`src/rtl/bus_arbiter.sv`:
```
// rtl/bus_arbiter.sv - round-robin DMA bus arbiter with processor hold/ack handshake and burst limit
`timescale 1ns/1ps
module bus_arbiter #(
  parameter int NCH       = 4,
  parameter int MAX_BURST = 8
) (
  input  logic           clk,
  input  logic           reset_n,
  input  logic [NCH-1:0] dreq,
  input  logic           word_done,
  input  logic           chan_done,
  input  logic           hold_ack,
  output logic           hold_req,
  output logic           cpu_grant,
  output logic [NCH-1:0] dgrant,
  output logic [NCH-1:0] ddone,
  output logic           busy
);

  localparam int PW = (NCH > 1) ? $clog2(NCH) : 1;
  localparam int BW = $clog2(MAX_BURST + 1);

  typedef enum logic [1:0] {IDLE, HOLD, GRANT, RELEASE} state_t;

  state_t         state, state_n;
  logic [PW-1:0]  rr_ptr, rr_n;
  logic [PW-1:0]  gidx, gidx_n;
  logic [PW-1:0]  win_idx, cidx, gnext;
  logic [BW-1:0]  burst_cnt, cnt_n, cnt_inc;
  logic [NCH-1:0] dgrant_n, ddone_n;
  logic           win_any, leave;

  // First requesting channel at or after rr_ptr, wrapping modulo NCH.
  always_comb begin
    win_any = 1'b0;
    win_idx = '0;
    cidx    = '0;
    for (int i = 0; i < NCH; i++) begin
      cidx = PW'((int'(rr_ptr) + i) % NCH);
      if (!win_any && dreq[cidx]) begin
        win_any = 1'b1;
        win_idx = cidx;
      end
    end
  end

  // Saturating word count, so a word arriving with chan_done is still counted.
  assign cnt_inc = (word_done && burst_cnt != BW'(MAX_BURST)) ? burst_cnt + BW'(1) : burst_cnt;
  assign gnext   = (gidx == PW'(NCH - 1)) ? '0 : gidx + PW'(1);

  always_comb begin
    state_n  = state;
    rr_n     = rr_ptr;
    gidx_n   = gidx;
    cnt_n    = burst_cnt;
    dgrant_n = dgrant;
    ddone_n  = '0;
    leave    = 1'b0;
    case (state)
      IDLE: begin
        if (|dreq) state_n = HOLD;
      end
      HOLD: begin
        if (!win_any) begin
          state_n = RELEASE;
        end else if (hold_ack) begin
          state_n  = GRANT;
          gidx_n   = win_idx;
          dgrant_n = NCH'(1) << win_idx;
          cnt_n    = '0;
        end
      end
      GRANT: begin
        cnt_n = cnt_inc;
        // Lost ack outranks everything: the bus is no longer ours, so no ddone.
        if (!hold_ack) begin
          leave = 1'b1;
        end else if (chan_done) begin
          leave   = 1'b1;
          ddone_n = dgrant;
        end else if (!dreq[gidx]) begin
          leave = 1'b1;
        end else if (cnt_inc == BW'(MAX_BURST)) begin
          leave = 1'b1;
        end
        if (leave) begin
          state_n  = RELEASE;
          dgrant_n = '0;
          cnt_n    = '0;
          rr_n     = gnext;
        end
      end
      RELEASE: begin
        if (!hold_ack) state_n = IDLE;
      end
      default: state_n = IDLE;
    endcase
  end

  always_ff @(posedge clk or negedge reset_n) begin
    if (!reset_n) begin
      state     <= IDLE;
      rr_ptr    <= '0;
      gidx      <= '0;
      burst_cnt <= '0;
      dgrant    <= '0;
      ddone     <= '0;
      hold_req  <= 1'b0;
      cpu_grant <= 1'b1;
      busy      <= 1'b0;
    end else begin
      state     <= state_n;
      rr_ptr    <= rr_n;
      gidx      <= gidx_n;
      burst_cnt <= cnt_n;
      dgrant    <= dgrant_n;
      ddone     <= ddone_n;
      hold_req  <= (state_n == HOLD) || (state_n == GRANT);
      cpu_grant <= (state_n == IDLE);
      busy      <= (state_n != IDLE);
    end
  end

endmodule

```
`config.mk`:
```
export PLATFORM = sky130hd
export DESIGN_NAME = bus_arbiter
export DESIGN_NICKNAME = d
export VERILOG_FILES = /design/src/rtl/bus_arbiter.sv
export SDC_FILE = /design/constraint.sdc
export NUM_CORES = 1
export LEC_CHECK = 0
export ABC_AREA = 1
export CAP_MARGIN = 15
export CORE_MARGIN = 2
export CORE_UTILIZATION = 50
export CTS_BUF_LIST = sky130_fd_sc_hd__clkbuf_4
export DETAILED_ROUTE_END_ITERATION = 10
export PLACE_DENSITY = 0.73
export SYNTH_ARGS = -nofsm -noshare
export SYNTH_HDL_FRONTEND = slang
export SYNTH_SLANG_ARGS = --single-unit
```
`constraint.sdc`:
```
create_clock -name clk -period 3.55 [get_ports clk]
set_input_delay 0.71 -clock clk [delete_from_list [all_inputs] [get_ports clk]]
set_output_delay 0.71 -clock clk [all_outputs]
set_load 0.01 [all_outputs]
```
==> summary.txt <==
Clock tree
  • Longest Clk Path Bufs: 2
  • Number of buffers added for setup after CTS: 0
  • PostCTS Resize Cnt: 0
  • H-tree lvl count: 1
  • Root buffer cell: clkbuf_4
  • CTS tree: yes
  • TritonCTS buffer count: 3
  • Hold-fix buffers, CTS: 0
  • Clk pin slew, worst setup/hold paths: 0.11 ns
  • Clk sink count: 21
  • Clock latency at the later pin of the worst-skew pair: 0.30 ns

Yosys
  • Cells after Synth: 188
  • Post-synthesis sequential area ratio: 0.390
  • Post-synth EDFFs: 0
  • Synth Flop Type: dfrtp_1
  • Async SR Flop Fraction: 1.00
  • Unique cell type count in the Yosys netlist: 29
  • Top area cells in the synthesized netlist: dfrtp_1 37%, nand2_1 17%, nand3_1 6.3%
  • Most common cell in the netlist: nand2_1
  • Commonest cells in the netlist: 60 x nand2_1, 20 x dfrtp_1, 19 x nor2_1, 18 x inv_1, 17 x nand3_1
  • Yosys warnings: 0
  • Mapped Area: 0.00135 sq mm
  • Syn_area_per_cell: 7.18 sq um
  • Synth Register Bits: 21
  • Synth area leader: dfrtp_1
  • Post-synth top area share: 0.371
  • Syn_nets: 202

Floorplan
  • Die Width: 56.0 microns
  • Die Span Y: 56.0 microns
  • Core Rows: 18
  • Core area: 0.00252 sq mm
  • Top-Level Pins: 20
  • Die Footprint: 0.00313 sq mm
  • Initial Util: 0.535

STA
  • Slew @ Worst Pin: 0.927 ns
  • Fin. Hold Viols: 0
  • Max Slew Vio Count: 0
  • Final setup viols: 0
  • Unrepaired setup endpoints after global routing: false
  • Clock Skews: 0.00251 ns
  • Minimum clock period: 2.44 ns
  • Tcrit/Tclk final: 0.688
  • Max Fclk: 410 MHz
  • Slew HR: 0.380
  • Setup_tns: 0 ns

Cells and area
  • Post-layout nets: 224
  • Area grow syn2layout: 17.9%
  • Final instance area: 0.00159 sq mm
  • # fillers: 238
  • Share of cells above drive strength 1: 0.129
  • Ant. Diodes: 0
  • Multi-input gate area: 717 sq um
  • FF/Latch Area: 527 sq um

Min path
  • Min-delay worst type: reg2reg
  • Hold wc startpoint: dgrant[3]$_DFFE_PN0P_
  • Hold EP: ddone[3]$_DFF_PN0_
  • Cell count of the worst hold path: 2

Global route
  • Antenna violations before repair: 0
  • GR Util All Layers: 0.202
  • Largest net degree at the start of global routing: 22
  • Vias in the first global route: 1,183
  • First-pass GRT wire length: 5050 microns
  • Total grt overflow: 0

Placed design
  • Hpwl dp: 2320 microns
  • PortBufs: 19
  • Placed Area: 0.00156 sq mm
  • GP Congestion: 0.825

Routing
  • DRT Pass-1 Iters: 4
  • DRC: 0
  • DR vias: 1,253
  • Routed len/inst: 12.3 microns
  • Detailed Route Iter0 Violations: 42
  • Drt total wl: 2930 microns
  • Vias per cell: 5.24
  • Final ANT Viol Nets: 0

Worst setup path
  • Crit. Startpoint: dreq[1]
  • RR Startpoint: burst_cnt[0]$_DFFE_PN0P_
  • R2R cell count: 14
  • Worst-path maximum fanout: 4
  • Critical path capture point type: flop
  • Worst setup path class: in2reg
  • Internal reg-to-reg setup slack: 1.53 ns
  • Worst Setup Start Kind: input pin
  • Worst endpoint required time: 3.75 ns
  • WP data arrival: 2.64 ns
  • Reg2reg end: hold_req$_DFF_PN0_

Power and ir drop
  • Pwr per Cell Area: 761 mW/mm^2
  • Static leakage: 0.000809 uW
  • Peak VDD IR: 482 uV
  • Total chip power: 1210 uW

Run status
  • Status: completed

Flow run
  • Max-cap viol count: 0
-- registers in the layout (all words and copies together) (netlist names) --
| name | cells |
|---|---|
| burst_cnt | 4 |
| busy | 1 |
| cpu_grant | 1 |
| ddone | 4 |
| dgrant | 4 |
| gidx | 2 |
| hold_req | 1 |
| rr_ptr | 2 |
| state | 2 |
-- worst max path at each step --
stage | slack [ns] | end | depth (start not counted)
after global routing | 1.13 | hold_req$_DFF_PN0_ | 6
final | 1.11 | hold_req$_DFF_PN0_ | 6
after global placement | 1.04 | hold_req$_DFF_PN0_ | 6
after floorplan | 1.69 | hold_req$_DFF_PN0_ | 5
after detailed placement | 0.86 | hold_req$_DFF_PN0_ | 6
after CTS | 1.19 | hold_req$_DFF_PN0_ | 6
-- power by group --
group	total (uW)	switching, uW	internal, uW
logic	695	434	261
clock network	122	70.4	51.4
registers	393	82.3	311
total	1210	587	624
-- critical path: stages --
cell	delay, ns
clkdlybuf4s50_1	0.46
nor4_1	0.71
o21ai_0	0.24
nand4_2	0.16
inv_1	0.07
ha_1	0.28
-- final cells by class --
type | instances | area share
tap | 30 | 0.0236
inverter | 24 | 0.0566
sequential | 21 | 0.331
timing repair buffer | 19 | 0.119
clock buffer | 4 | 0.0189
multi-input combinational | 141 | 0.450
-- metrics by stage --
step	worst slack, ns	cells	hold WS (ns)	utilization
after detailed placement	0.863	235	0.528	0.619
after global routing	1.13	239	0.580	0.631
final	1.11	239	0.549	0.631
after CTS	1.19	239	0.548	0.631
after global placement	1.04	235	0.527	0.619
after floorplan	1.69	188	0.414	-
-- cell usage in the layout, fill, tap and decap left out --
master	netlist	routed
nand2_1	60	60
dfrtp_1	20	20
nor2_1	19	19
clkdlybuf4s50_1	0	19
inv_1	18	18
nand3_1	17	17
nand2_2	9	9
o21ai_0	6	6
ha_1	5	5
inv_2	4	4
o21ai_1	4	4
clkbuf_4	0	4
nand3_2	3	3
a21oi_1	3	3
nand2_4	2	2
nand4_1	2	2
clkinv_1	2	2
nor4_1	1	1
a31oi_1	1	1
xor2_1	1	1
xnor2_1	1	1
o211ai_1	1	1
and3_1	1	1
nand4_2	1	1
nor2_4	1	1
or2_2	1	1
nor2_2	1	1
o22ai_1	1	1
dfstp_2	1	1
-- metal layers --
layer  global-route usage  up-vias  part of all wire  wire (microns)
li1                     -      637                 -               -
met1                0.246      579              0.43            1260
met2                0.348       31              0.52            1510
met3               0.0535        6             0.038             110
met4               0.0612        0             0.017              51
met5                    0        -                 0               0
-- kinds of logic (layout without fill, tap and decap cells) --
group                      after synthesis  count (layout)  synth area share
AOI/OAI and AO/OA                       16              16            0.0630
xor gates and xnor gates                 2               2            0.0130
adders and majority gates                5               5            0.0463
buffers and inverters                   26              47            0.0788
DFF                                     21              21             0.390
and+or+nand+nor                        118             118             0.409
Note: power is estimated with default switching activity, not from simulation.
